File: src/rtl/uart_wb_bridge_if.sv
// Wishbone initiator/target bundle used by the UART command bridge.
interface uart_wb_bridge_if;
  logic        cyc_o;
  logic        stb_o;
  logic        we_o;
  logic [31:0] adr_o;
  logic [3:0]  sel_o;
  logic [31:0] dat_o;
  logic [31:0] dat_i;
  logic        ack_i;

  modport master (
    output cyc_o, stb_o, we_o, adr_o, sel_o, dat_o,
    input  dat_i, ack_i
  );

  modport slave (
    input  cyc_o, stb_o, we_o, adr_o, sel_o, dat_o,
    output dat_i, ack_i
  );
endinterface

File: src/rtl/uart_wb_bridge.sv
// Byte-stream command bridge: 'R'/'W' + 4 address bytes (+ 4 data bytes) become one
// Wishbone cycle; the result returns as read data, 0x06 (write ok) or 0x15 (timeout).
module uart_wb_bridge #(
  parameter int unsigned TIMEOUT = 1024
) (
  input  logic       clk_i,
  input  logic       rst_i,
  input  logic [7:0] rx_data,
  input  logic       rx_valid,
  output logic [7:0] tx_data,
  output logic       tx_valid,
  input  logic       tx_ready,
  output logic       busy,
  uart_wb_bridge_if.master wb
);

  typedef enum logic [2:0] {S_IDLE, S_ADDR, S_DATA, S_BUS, S_RESP} state_t;

  localparam logic [15:0] TIMEOUT_LAST = 16'(TIMEOUT - 1);
  localparam logic [7:0]  BYTE_ACK     = 8'h06;
  localparam logic [7:0]  BYTE_NAK     = 8'h15;

  state_t      state_reg;
  logic [1:0]  byte_idx_reg;
  logic [15:0] timer_reg;
  logic        error_reg;
  logic [31:0] resp_reg;

  assign busy = (state_reg != S_IDLE);

  always_ff @(posedge clk_i) begin
    if (rst_i) begin
      state_reg    <= S_IDLE;
      byte_idx_reg <= 2'd0;
      timer_reg    <= 16'd0;
      error_reg    <= 1'b0;
      resp_reg     <= 32'd0;
      tx_data      <= 8'd0;
      tx_valid     <= 1'b0;
      wb.cyc_o     <= 1'b0;
      wb.stb_o     <= 1'b0;
      wb.we_o      <= 1'b0;
      wb.adr_o     <= 32'd0;
      wb.sel_o     <= 4'd0;
      wb.dat_o     <= 32'd0;
    end else begin
      case (state_reg)
        S_IDLE: begin
          if (rx_valid && (rx_data == 8'h52 || rx_data == 8'h57)) begin
            wb.we_o      <= (rx_data == 8'h57);
            byte_idx_reg <= 2'd0;
            state_reg    <= S_ADDR;
          end
        end

        S_ADDR: begin
          if (rx_valid) begin
            wb.adr_o     <= {wb.adr_o[23:0], rx_data};
            byte_idx_reg <= byte_idx_reg + 2'd1;
            if (byte_idx_reg == 2'd3) begin
              if (wb.we_o) begin
                state_reg <= S_DATA;
              end else begin
                state_reg <= S_BUS;
                wb.cyc_o  <= 1'b1;
                wb.stb_o  <= 1'b1;
                wb.sel_o  <= 4'hF;
                timer_reg <= 16'd0;
                error_reg <= 1'b0;
              end
            end
          end
        end

        S_DATA: begin
          if (rx_valid) begin
            wb.dat_o     <= {wb.dat_o[23:0], rx_data};
            byte_idx_reg <= byte_idx_reg + 2'd1;
            if (byte_idx_reg == 2'd3) begin
              state_reg <= S_BUS;
              wb.cyc_o  <= 1'b1;
              wb.stb_o  <= 1'b1;
              wb.sel_o  <= 4'hF;
              timer_reg <= 16'd0;
              error_reg <= 1'b0;
            end
          end
        end

        S_BUS: begin
          // ack wins over a timeout landing on the same cycle
          if (wb.ack_i || timer_reg == TIMEOUT_LAST) begin
            state_reg    <= S_RESP;
            wb.cyc_o     <= 1'b0;
            wb.stb_o     <= 1'b0;
            wb.sel_o     <= 4'd0;
            tx_valid     <= 1'b1;
            byte_idx_reg <= 2'd0;
            if (!wb.ack_i) begin
              error_reg <= 1'b1;
              tx_data   <= BYTE_NAK;
            end else if (wb.we_o) begin
              tx_data <= BYTE_ACK;
            end else begin
              resp_reg <= wb.dat_i;
              tx_data  <= wb.dat_i[31:24];
            end
          end else begin
            timer_reg <= timer_reg + 16'd1;
          end
        end

        S_RESP: begin
          if (tx_valid && tx_ready) begin
            if (wb.we_o || error_reg || byte_idx_reg == 2'd3) begin
              state_reg    <= S_IDLE;
              tx_valid     <= 1'b0;
              tx_data      <= 8'd0;
              byte_idx_reg <= 2'd0;
            end else begin
              // resp_reg shifts so its second byte is always the next one to send
              byte_idx_reg <= byte_idx_reg + 2'd1;
              tx_data      <= resp_reg[23:16];
              resp_reg     <= {resp_reg[23:0], 8'h00};
            end
          end
        end

        default: state_reg <= S_IDLE;
      endcase
    end
  end

endmodule
File: src/flat_wrapper.sv
// flat-port wrapper written by rule: the top's interface ports become plain ports
module uart_wb_bridge_flat 
#(
  parameter int unsigned TIMEOUT = 1024
)
  (clk_i, rst_i, rx_data, rx_valid, tx_data, tx_valid, tx_ready, busy, wb_cyc_o, wb_stb_o, wb_we_o, wb_adr_o, wb_sel_o, wb_dat_o, wb_dat_i, wb_ack_i);
  uart_wb_bridge_if wb_i ();
  input  logic clk_i;
  input  logic rst_i;
  input  logic [7:0] rx_data;
  input  logic rx_valid;
  output logic [7:0] tx_data;
  output logic tx_valid;
  input  logic tx_ready;
  output logic busy;
  output wire logic [$bits(wb_i.cyc_o)-1:0] wb_cyc_o;
  output wire logic [$bits(wb_i.stb_o)-1:0] wb_stb_o;
  output wire logic [$bits(wb_i.we_o)-1:0] wb_we_o;
  output wire logic [$bits(wb_i.adr_o)-1:0] wb_adr_o;
  output wire logic [$bits(wb_i.sel_o)-1:0] wb_sel_o;
  output wire logic [$bits(wb_i.dat_o)-1:0] wb_dat_o;
  input wire logic [$bits(wb_i.dat_i)-1:0] wb_dat_i;
  input wire logic [$bits(wb_i.ack_i)-1:0] wb_ack_i;
  assign wb_cyc_o = wb_i.cyc_o;
  assign wb_stb_o = wb_i.stb_o;
  assign wb_we_o = wb_i.we_o;
  assign wb_adr_o = wb_i.adr_o;
  assign wb_sel_o = wb_i.sel_o;
  assign wb_dat_o = wb_i.dat_o;
  assign wb_i.dat_i = wb_dat_i;
  assign wb_i.ack_i = wb_ack_i;
  uart_wb_bridge #(.TIMEOUT(TIMEOUT)) u_core (.clk_i(clk_i), .rst_i(rst_i), .rx_data(rx_data), .rx_valid(rx_valid), .tx_data(tx_data), .tx_valid(tx_valid), .tx_ready(tx_ready), .busy(busy), .wb(wb_i));
endmodule
File: config.mk
export PLATFORM = sky130hd
export DESIGN_NAME = uart_wb_bridge_flat
export DESIGN_NICKNAME = d
export VERILOG_FILES = /design/src/rtl/uart_wb_bridge_if.sv /design/src/rtl/uart_wb_bridge.sv /design/src/flat_wrapper.sv
export SDC_FILE = /design/constraint.sdc
export NUM_CORES = 1
export LEC_CHECK = 0
export CAP_MARGIN = 40
export CORE_MARGIN = 3
export CORE_UTILIZATION = 45
export DETAILED_ROUTE_END_ITERATION = 7
export HOLD_SLACK_MARGIN = 0.05
export PLACE_DENSITY_LB_ADDON = 0.08
export SYNTH_ARGS = -nofsm -noshare
export SYNTH_HDL_FRONTEND = slang
export SYNTH_SLANG_ARGS = --single-unit
File: constraint.sdc
create_clock -name clk_i -period 6.75 [get_ports clk_i]
set_input_delay 1.35 -clock clk_i [delete_from_list [all_inputs] [get_ports clk_i]]
set_output_delay 1.35 -clock clk_i [all_outputs]
set_load 0.005 [all_outputs]
==> results by stage, run 1 <==
Global routing:
- In the global route stage, met2 resource usage came out at 0.336.
- The global routing met1 resource utilization is 0.253.
- The total overflow left after global routing is 0.
- In the global route stage, overall resource usage came out at 0.203.
- The met3 capacity usage during global routing is 0.0582.
- The initial antenna violation count is 0.
- The global-route wire length before repair is 21.1 mm.
- The layer flagged by global routing as most heavily used is met2.
- The via count of the first global-routing pass is 4560.
- The largest net degree at the start of global routing is 71.

Worst setup path:
- On the worst path, the slowest cell contributes a delay of roughly 0.68 ns.
- The critical path is of the primary input to register type.
- Of all nets on the critical path, the largest fanout is 8.
- STA classifies the critical path startpoint as a primary input.
- The type of element capturing the critical path is a register.
- STA puts the critical path data arrival time at between 3 and 4 ns.
- For this design, the slowest cell found on the critical path is sky130_fd_sc_hd__clkdlybuf4s50_1.
- Walking the worst path, the cells encountered are clkdlybuf4s50_1 -> nor4bb_1 -> and4b_1 -> o21ai_0 -> or4_1 -> a21oi_1.
- Data on the critical path is required at its endpoint by 7.08 ns.
- For the worst flop-to-flop path, the logic depth is 5.
- The setup slack of the most critical reg-to-reg path is ~4.1 ns.

CTS:
- The level count of the clock H-tree is 4.
- After clock tree synthesis, the flow added hold-fix buffers numbering 0.
- The clock net sink count is 121.
- The total setup buffers inserted after CTS is 0.
- The clock transition time at the flip-flop clock pins of the worst setup and hold paths is 0.06 ns.
- The root buffer cell is sky130_fd_sc_hd__clkbuf_16.
- TritonCTS built the clock tree.
- The number of cells upsized or downsized after cts is 0.
- The total CTS buffers is 17.
- The later pin in the worst-skew pair is clocked with a latency of 0.41 ns.
- The maximum clock insertion buffer count is 2.

Logic synthesis:
- The count of flip-flops with a built-in enable after synthesis is 0.
- Dividing the synthesized area by the synthesized cell count gives slightly below 8 um2.
- The async set-reset flop share out of synthesis is 0.
- The portion of synthesized area spent on multiplexers is 0.00197.
- Yosys printed 0 warnings.
- Of the total synthesized cell area, the portion taken by XOR and XNOR cells is 0.0103.
- Of the synthesized area, sequential elements account for 0.477.
- In the synthesized netlist the dominant register cell turns out to be sky130_fd_sc_hd__dfxtp_1.
- The compound-cell area share of the yosys netlist is 0.203.
- The simple logic cell fraction of the synthesized area is 0.252.
- The total standard cell area after synthesis is ~5100 um2.
- The total nets after synthesis is 688.
- The main combinational cell family by area after synthesis is simple AND/OR/NAND/NOR gates.
- The count of unique library cells instantiated by Yosys is 59.
- Counting flops and latches in the post-synthesis netlist gives 121.
- Of the total synthesized cell area, the portion taken by full adders, half adders and majority gates is 0.00493.
- After technology mapping, the gate count stands at approximately 640.

Timing:
- Final hold analysis gives a worst-case slack of 0.451 ns.
- Setup repair after global routing left no endpoint under its margin.
- The final period demand of the worst path is roughly 3.4 ns.
- The accumulated negative setup slack is 0 ns.
- The worst pin sits at a relative slew slack of 0.528.
- The maximum frequency from static timing analysis is 290 MHz.
- The max-slew violation count was 0.
- The maximum clock skew at final layout is 0.00884 ns.
- The transition time at the pin with the least slew margin is 0.708 ns.
- The final setup violation count is 0.
- The total count of hold-check failures in the final report is 0.
- The final worst-path cycle share is 0.510.

Place:
- The weighted congestion reported at the end of routability-driven placement is 0.793.
- The total placed instance area is 6380 um2.
- The sum of net half-perimeters after detailed placement is 8.81 mm.
- The count of input and output buffers is 125.

Floorplanning:
- The die width is ~110 um.
- The floorplan step defined a die boundary enclosing 12600 um2.
- The total I/O pin count is 126.
- After floorplanning, the core was sized to cover between 10000 and 15000 um2.
- The die is 112 um tall.
- The initial core utilization is 0.464.
- The number of placement rows is 38.

Hold path:
- Counting instances, the worst hold path has a depth of 2.
- The kind of path behind the tightest hold check is register to register.

Outcome:
- The run finished with clean final reports.

Cells and area:
- For this run, the post-layout net count is between 700 and 800.
- The repair_antennas step left the layout with diodes totalling 0.
- The layout overhead on the synthesized area is 37.5%.
- In the final layout, the share of cells above drive strength 1 is 0.0692.
- The layout filler cell count is slightly above 1000.
- The final instance area is 6980 um2.
- Leaving out fill and tap cells, the most frequent cell in the layout is sky130_fd_sc_hd__nand2_1.
- In the layout the commonest cells are 178 x sky130_fd_sc_hd__nand2_1, 124 x sky130_fd_sc_hd__clkdlybuf4s50_1, 121 x sky130_fd_sc_hd__dfxtp_1.

Drt:
- The final antenna-violating net count is 0.
- The number of vias per cell after detailed routing is 5.44.
- The final routed DRC violation total is 0.
- After the first detailed-routing iteration, the DRC count stood at 324.
- Before antenna repair, the detailed router went through 5 iterations.
- The mean routed wirelength per cell is 14.6 um.
- The vias after detailed routing is slightly below 5000.
- The final layout contains routed wiring with a total length of 13.0 mm.

Pwr:
- The analysis attributes to cell leakage a power of 2.29 nW.
- The power density over cell area is 242 nW/um2.
- The worst-case IR drop observed on VDD is 169 uV.

Flow run:
- The max capacitance violation total is 0.
-- logic make-up after synthesis --
| family | count (synthesis) |
|---|---|
| flops | 121 |
| fa+ha+maj | 2 |
| compound gates | 167 |
| buf+inv | 60 |
| simple gates | 284 |
| xor+xnor | 6 |
| mux | 1 |
-- path summary, 6_finish.rpt --
path                        from                endpoint
max reg2reg  u_core.state_reg[0]    u_core.timer_reg[15]
min             u_core.error_reg        u_core.error_reg
max                     rx_valid  u_core.byte_idx_reg[0]
min reg2reg     u_core.error_reg        u_core.error_reg
-- power breakdown --
part / internal (W) / total, W / switching, W / leakage (nW)
logic: 0.0000283 / 0.0000524 / 0.0000241 / 1.03
clock network: 0.000616 / 0.000919 / 0.000303 / 0.292
registers: 0.000715 / 0.000716 / 0.000000598 / 0.974
total: 0.00136 / 0.00169 / 0.000328 / 2.29
-- per-stage QoR --
stage | utilization | total power [W] | worst slack (ns) | instances
floorplan | - | 0.000749 | 4.03 | 641
global placement | 0.582 | 0.000782 | 3.08 | 859
detailed placement | 0.583 | 0.000783 | 2.93 | 860
CTS | 0.639 | 0.00170 | 3.35 | 891
global route | 0.639 | 0.00174 | 3.22 | 891
finish | 0.639 | 0.00169 | 3.31 | 891
-- synth_stat cells, drive strengths merged (3+ instances only) --
cell type  instances  area share
a31oi              3      0.0037
inv                6      0.0044
nor3              12       0.012
nor4               3      0.0067
a311oi            17       0.029
o211ai             3      0.0044
nand4bb            3      0.0067
a22oi              4      0.0059
o31ai              4      0.0059
dfxtp            121        0.48
clkbuf            45       0.033
nor4bb             3      0.0059
and3               4      0.0049
or4                7       0.012
buf                9       0.013
o21ai             17       0.017
nor2              42       0.031
nand2            178        0.13
nand3             12       0.012
xnor2              3      0.0052
xor2               3      0.0052
a211oi             8       0.013
a21oi             95       0.097
nand4b             3      0.0052
-- final cells by class --
type | count | area (um2) | share of cell area
Clock buffer | 24 | 492 | 0.0704
Sequential cell | 121 | 2420 | 0.347
Timing Repair Buffer | 133 | 1320 | 0.188
Clock inverter | 7 | 115 | 0.0165
Tap cell | 140 | 175 | 0.0251
Multi-Input combinational cell | 460 | 2440 | 0.350
Inverter | 6 | 22.5 | 0.00322
-- metal layers --
metal / up-vias / share of wire
li1: 2422 / -
met1: 2257 / 0.45
met2: 156 / 0.48
met3: 15 / 0.058
met4: 0 / 0.014
met5: - / 0
-- critical path, delay by kind of cell --
kind	cells	cell delay [ns]
and+or+nand+nor	3	1.39
buffers and inverters	1	0.68
AOI/OAI and AO/OA	2	0.34
Note: power is estimated with default switching activity, not from simulation.
==> inputs of run 2 (changes only) <==
==> constraint.sdc (replaced) <==
create_clock -name clk_i -period 3.4 [get_ports clk_i]
set_input_delay 0.68 -clock clk_i [delete_from_list [all_inputs] [get_ports clk_i]]
set_output_delay 0.68 -clock clk_i [all_outputs]
set_load 0.005 [all_outputs]
==> results by stage, run 2 (synthesized netlist as in run 1, its figures left out) <==
Drt:
- The vias after detailed routing is 4836 (-0.29%).
- The iteration count of the initial detailed-routing pass is 5 (unchanged).
- The final routed wirelength across all metal layers is 13.1 mm (+1.3%).
- The mean routed wirelength per cell is 14.7 um (+0.85%).
- The number of vias per cell after detailed routing is 5.40 (-0.73%).
- The first-iteration detailed-routing DRC count is 305 (-5.9%).
- The final routed DRC violation total is 0 (unchanged).
- The final antenna-violating net count was 0 (unchanged).

CTS:
- The clock latency at the later pin of the worst-skew pair is 0.41 ns (about the same).
- The number of cells upsized or downsized after cts was 0 (unchanged).
- The level count of the clock H-tree is 4 (unchanged).
- The maximum clock insertion buffer count is 2 (unchanged).
- The CTS tree is yes.
- The total CTS buffers came to 17 (unchanged).
- The count of hold-fix buffers inserted at cts is 0 (unchanged).
- The clock transition time at the flip-flop clock pins of the worst setup and hold paths is 0.06 ns (about the same).
- The total setup buffers inserted after CTS is 0 (unchanged).
- The clock net sink count is 121 (unchanged).
- The root buffer cell is sky130_fd_sc_hd__clkbuf_16.

Timing:
- The maximum clock skew at final layout is 0.0155 ns (+0.00662 ns).
- The accumulated negative setup slack was 0 ns (unchanged).
- The maximum frequency from static timing analysis is 372 MHz.
- The remaining max-slew budget at the tightest pin came to 0.555 (+0.0270).
- The final period demand of the worst path is 2.69 ns.
- The total count of hold-check failures in the final report is 0 (unchanged).
- The transition time at the pin with the least slew margin is 0.667 ns (-0.0414 ns).
- The final worst-path cycle share is 0.790.
- The final hold slack is 0.452 ns (+0.00129 ns).
- The max-slew violation count is 0 (unchanged).
- The final setup violation count is 0 (unchanged).
- Setup repair after global routing left no endpoint under its margin.

Pwr:
- The overall power consumption is 0.00344 W (+100%).
- The share of total power in the clock network is 0.556 (+0.011).
- The switching power came to 0.000715 W (+120%).
- The maximum vdd drop is 267 uV (+58%).
- The sequential share of power is 0.413 (-0.011).
- The internal power is 0.00273 W (+100%).
- The static power due to leakage is 2.31 nW (+0.97%).
- The power share of the combinational group is 0.031 (about the same).
- The net switching share of the total power is 0.208 (+0.0135).
- The power density over cell area came to 489 nW/um2 (+100%).

Worst setup path:
- The data required time of the worst path is 2.72 ns (-4.36 ns).
- The critical register-to-register path endpoint is u_core.timer_reg[15].
- For this design, the slowest cell found on the critical path is sky130_fd_sc_hd__dfxtp_1.
- In this run the worst setup path terminates at busy.
- The setup path with the least slack is of type register to primary output.
- The worst endpoint data arrival time is 2.01 ns (-1.76 ns).
- The setup slack of the most critical reg-to-reg path is 0.73 ns (-3.32 ns).
- The element type at the critical path start is a register.
- The delay of the slowest critical-path stage was 0.73 ns (+0.05 ns).
- The type of element capturing the critical path is a primary output.
- The number of buffers and inverters on the critical path is 2 (+1).
- The path depth of the worst reg2reg path was 5 (unchanged).
- In this run the critical register-to-register path is launched from u_core.state_reg[0].
- The number of stages on the worst setup path came to 3 (-3).
- The cell family with the largest share of critical-path delay is flip-flops.
- Traced cell by cell, the critical path runs through nor3_1 -> inv_1 -> clkdlybuf4s50_1.
- The critical path launch point is u_core.state_reg[2].
- The biggest fanout along the worst timing path is 17 (+9).

Hold path:
- In this run the worst hold path is classified as register to register.

Place:
- The weighted congestion reported at the end of routability-driven placement is 0.814 (+2.7%).
- The total placed instance area came to 6410 um2 (+0.47%).
- The count of input and output buffers is 125 (unchanged).
- The number of placed instances, taps included came to 864 (+0.47%).
- The sum of net half-perimeters after detailed placement is 8.90 mm (+1.0%).

Cells and area:
- The number of nets at the end of the flow was 790 (+0.51%).
- The layout overhead on the synthesized area is 38.6%.
- The final instance area is 7040 um2 (+0.81%).
- The leading cell type in the layout, fill and taps excluded is sky130_fd_sc_hd__nand2_1.
- The antenna diode count came to 0 (unchanged).
- The layout filler cell count is 979 (-2.7%).
- The number of non-filler instances in the completed layout is 895 (+0.45%).
- The ratio of cells with drive above 1 in the final layout is 0.0781 (+0.00890).
- Leaving out fill and tap cells, the most frequent cells in the layout are 178 x sky130_fd_sc_hd__nand2_1, 124 x sky130_fd_sc_hd__clkdlybuf4s50_1, 121 x sky130_fd_sc_hd__dfxtp_1.

Floorplanning:
- The total I/O pin count was 126 (unchanged).
- The number of placement rows came to 38 (unchanged).
- The core region area is 10900 um2 (unchanged).
- The height of the chip came to 112 um (unchanged).
- The die outline area is 12600 um2 (unchanged).
- The initial core utilization is 0.464 (unchanged).
- The die width was 112 um (unchanged).

Global routing:
- The largest net degree at the start of global routing came to 43 (-39%).
- The via count of the first global-routing pass is 4544 (-0.35%).
- The total routing resource utilization after global routing came to 0.207 (+0.00369).
- The global-route wire length before repair is 21.8 mm (+3.2%).
- The initial antenna violation count is 0 (unchanged).
- The overflow left after global routing is 0 (unchanged).

Outcome:
- The flow ran to the end, and the final reports show no timing, DRC or antenna violations.

Flow run:
- The max capacitance violation total is 0 (unchanged).
## run 2: cell types whose count changed in the layout (fill, tap and decap cells not counted)
cell and delta:
sky130_fd_sc_hd__clkinv_2 -2, sky130_fd_sc_hd__bufinv_16 +1, sky130_fd_sc_hd__clkbuf_8 -3, sky130_fd_sc_hd__clkinvlp_4 +2, sky130_fd_sc_hd__clkinv_4 +3, sky130_fd_sc_hd__inv_6 +2
sky130_fd_sc_hd__buf_4 +4, sky130_fd_sc_hd__clkbuf_1 -3
## run 2: area by class of cell
cell class,count,area [um2],area share
multi-input cells,460,2440,0.347
flip-flops and latches,121,2420,0.344
repair buffers,137,1350,0.191
clock buffers,18,439,0.0624
clock inverters,13,194,0.0275
well taps,140,175,0.0249
inverters,6,22.5,0.00320
## run 2: worst min path at each step
stage | startpoint | endpoint | slack [ns] | cells after the start
6_report | u_core.wb.dat_o[28] | u_core.wb.dat_o[28] | 0.45 | 2
5_1_grt | u_core.wb.dat_o[28] | u_core.wb.dat_o[28] | 0.47 | 2
4_1_cts | u_core.resp_reg[4] | u_core.resp_reg[4] | 0.45 | 2
3_5_place_dp | u_core.error_reg | u_core.error_reg | 0.45 | 2
3_3_place_gp | u_core.resp_reg[1] | u_core.resp_reg[1] | 0.44 | 2
2_1_floorplan | u_core.error_reg | u_core.error_reg | 0.43 | 2
## run 2: worst register-to-register path, stage by stage (launching register included)
cell                       delay (ns)
sky130_fd_sc_hd__dfxtp_1         0.70
sky130_fd_sc_hd__or3b_2          0.51
sky130_fd_sc_hd__a211oi_2        0.53
sky130_fd_sc_hd__a21oi_4         0.18
sky130_fd_sc_hd__or4_1           0.54
sky130_fd_sc_hd__a21oi_1         0.16
## run 2: power by group through the flow
stage	clock, W	combinational [W]	sequential (W)
6_report	0.00191	0.000106	0.00142
3_3_place_gp	0	0.000105	0.00145
4_1_cts	0.00194	0.000106	0.00142
3_5_place_dp	0	0.000106	0.00145
5_1_grt	0.00200	0.000115	0.00142
2_1_floorplan	0	0.0000364	0.00145
## run 2: stage by stage
| step | util | setup WS (ns) |
|---|---|---|
| after floorplan | - | 1.21 |
| after global placement | 0.585 | 0.620 |
| after detailed placement | 0.586 | 0.499 |
| after CTS | 0.644 | 0.714 |
| after global routing | 0.644 | 0.514 |
| final | 0.644 | 0.713 |
## run 2: layer usage
layer / vias up / global-route usage / wire, um
met5: - / 0 / 0
met4: 0 / 0.0553 / 98
met3: 8 / 0.0458 / 644
met2: 133 / 0.341 / 6310
met1: 2268 / 0.274 / 6090
li1: 2427 / - / -
==> inputs of run 3 (changes only) <==
==> constraint.sdc (replaced) <==
create_clock -name clk_i -period 2.5 [get_ports clk_i]
set_input_delay 0.5 -clock clk_i [delete_from_list [all_inputs] [get_ports clk_i]]
set_output_delay 0.5 -clock clk_i [all_outputs]
set_load 0.005 [all_outputs]
==> results by stage, run 3 (synthesized netlist as in run 1, its figures left out) <==
Drt:
- The mean routed wirelength per cell was 14.4 um (-2.2%).
- The iteration count of the initial detailed-routing pass is 5 (unchanged).
- The vias after detailed routing is 4967 (+2.7%).
- The final routed DRC violation total came to 0 (unchanged).
- The first-iteration detailed-routing DRC count was 376 (+23%).
- The number of vias per cell after detailed routing came to 5.44 (+0.68%).
- The final antenna-violating net count is 0 (unchanged).
- The final routed wirelength across all metal layers came to 13.1 mm (-0.27%).

Timing:
- The maximum clock skew at final layout is 0.00667 ns (-0.00879 ns).
- The final worst-path cycle share is 0.975.
- For this run, the top clock speed supported by timing is ~410 MHz.
- The final setup slack of the worst path was 0.0623 ns (-0.651 ns).
- The remaining max-slew budget at the tightest pin is 0.673 (+0.118).
- The max-slew violation count is 0 (unchanged).
- The final period demand of the worst path is 2.44 ns.
- The total count of hold-check failures in the final report is 0 (unchanged).
- The transition time at the pin with the least slew margin is 0.488 ns (-0.179 ns).
- The final setup violation count is 0 (unchanged).
- Setup repair after global routing left no endpoint under its margin.

CTS:
- The total setup buffers inserted after CTS came to 0 (unchanged).
- The count of hold-fix buffers inserted at cts is 0 (unchanged).
- The maximum clock insertion buffer count is 2 (unchanged).
- The level count of the clock H-tree came to 4 (unchanged).
- The number of cells upsized or downsized after cts is 0 (unchanged).
- The root buffer cell is sky130_fd_sc_hd__clkbuf_16.
- The clock transition time at the flip-flop clock pins of the worst setup and hold paths was 0.05 ns (about the same).
- The clock latency at the later pin of the worst-skew pair is 0.40 ns (about the same).
- The clock net sink count is 121 (unchanged).
- The CTS tree is yes.
- The total CTS buffers is 17 (unchanged).

Floorplanning:
- The initial core utilization is 0.464 (unchanged).
- The core region area is 10900 um2 (unchanged).
- The height of the chip is 112 um (unchanged).
- The die width is 112 um (unchanged).
- The die outline area came to 12600 um2 (unchanged).
- The number of placement rows is 38 (unchanged).
- The total I/O pin count is 126 (unchanged).

Worst setup path:
- The type of element capturing the critical path is a primary output.
- The worst setup path is launched from a register.
- The setup slack of the most critical reg-to-reg path came to 0.15 ns (-0.58 ns).
- The setup path with the least slack is of type register to primary output.
- The path depth of the worst reg2reg path was 6 (+1).
- In this run the critical register-to-register path is launched from u_core.timer_reg[11].
- The critical path starts at u_core.state_reg[0].
- In this run the critical register-to-register path is captured at u_core.timer_reg[7].
- The biggest fanout along the worst timing path is 16 (-1).
- The data required time of the worst path is 2.00 ns (-0.72 ns).
- The critical path ends at busy.
- The worst endpoint data arrival time is 1.94 ns (-0.07 ns).

Place:
- The weighted congestion reported at the end of routability-driven placement is 0.889 (+9.2%).
- The count of input and output buffers was 125 (unchanged).
- The pre-CTS setup slack came to -0.0113 ns (-0.510 ns).
- The sum of net half-perimeters after detailed placement came to 8.99 mm (+0.98%).

Cells and area:
- The top cell types in the final layout, fill and taps aside, are 178 x sky130_fd_sc_hd__nand2_1, 124 x sky130_fd_sc_hd__clkdlybuf4s50_1, 121 x sky130_fd_sc_hd__dfxtp_1.
- The number of nets at the end of the flow is 807 (+2.2%).
- The antenna diode count was 0 (unchanged).
- Leaving out fill and tap cells, the most frequent cell in the layout is sky130_fd_sc_hd__nand2_1.
- The ratio of cells with drive above 1 in the final layout is 0.0970 (+0.0189).
- The fraction of the core area covered by cells at the end of the flow was 0.655 (+0.0110).
- The layout overhead on the synthesized area is 41.0%.

Hold path:
- The kind of path behind the tightest hold check is register to register.

Global routing:
- The overflow left after global routing is 0 (unchanged).
- The via count of the first global-routing pass was 4669 (+2.8%).
- The largest net degree at the start of global routing is 42 (-2.3%).
- The global-route wire length before repair is 22.0 mm (+1.2%).
- The total routing resource utilization after global routing is 0.211 (+0.00417).
- The initial antenna violation count is 0 (unchanged).

Pwr:
- The maximum vdd drop is 357 uV (+34%).
- The power density over cell area is 645 nW/um2 (+32%).
- The static power due to leakage was 2.41 nW (+4.0%).

Outcome:
- The flow ran to the end, and the final reports show no timing, DRC or antenna violations.

Flow run:
- The max capacitance violation total was 0 (unchanged).
run 3: per-stage QoR:
stage | total power [W] | hold WS, ns | instance area (um2) | setup TNS (ns) | instances
6_report | 0.00462 | 0.450 | 7160 | 0 | 913
5_1_grt | 0.00477 | 0.474 | 7160 | 0 | 913
4_1_cts | 0.00466 | 0.452 | 7160 | 0 | 913
3_5_place_dp | 0.00212 | 0.442 | 6540 | -0.0113 | 881
3_3_place_gp | 0.00212 | 0.438 | 6540 | 0 | 881
2_1_floorplan | 0.00202 | 0.426 | 5080 | 0 | 641
run 3: layout make-up:
cell class                      count  area, um2
Tap cell                          140        175
Fill cell                         937       3770
Inverter                            6       22.5
Multi-Input combinational cell    460       2440
Sequential cell                   121       2420
Timing Repair Buffer              154       1480
Clock inverter                     12        174
Clock buffer                       20        447
run 3: metal layers:
metal  share of wire  track usage
met5               0            0
met4          0.0085       0.0601
met3           0.060       0.0598
met2            0.48        0.340
met1            0.46        0.277
run 3: worst min path at each step:
stage                             startpoint                 end  slack (ns)  depth (start not counted)
after CTS                 u_core.resp_reg[1]  u_core.resp_reg[1]        0.45                          2
after detailed placement    u_core.error_reg    u_core.error_reg        0.44                          2
after floorplan             u_core.error_reg    u_core.error_reg        0.43                          2
final                     u_core.resp_reg[1]  u_core.resp_reg[1]        0.45                          2
after global routing      u_core.resp_reg[2]  u_core.resp_reg[2]        0.47                          2
after global placement    u_core.resp_reg[1]  u_core.resp_reg[1]        0.44                          2
run 3: worst max-delay path: stages (launching register included):
cell,delay [ns]
sky130_fd_sc_hd__dfxtp_1,0.30
sky130_fd_sc_hd__buf_4,0.19
sky130_fd_sc_hd__nor3_1,0.38
sky130_fd_sc_hd__inv_1,0.17
sky130_fd_sc_hd__clkdlybuf4s50_1,0.50
run 3: where the power goes:
group | switching [W] | internal, W | total (W)
clock | 0.000848 | 0.00169 | 0.00254
sequential | 0.000000511 | 0.00193 | 0.00193
combinational | 0.0000680 | 0.0000818 | 0.000150
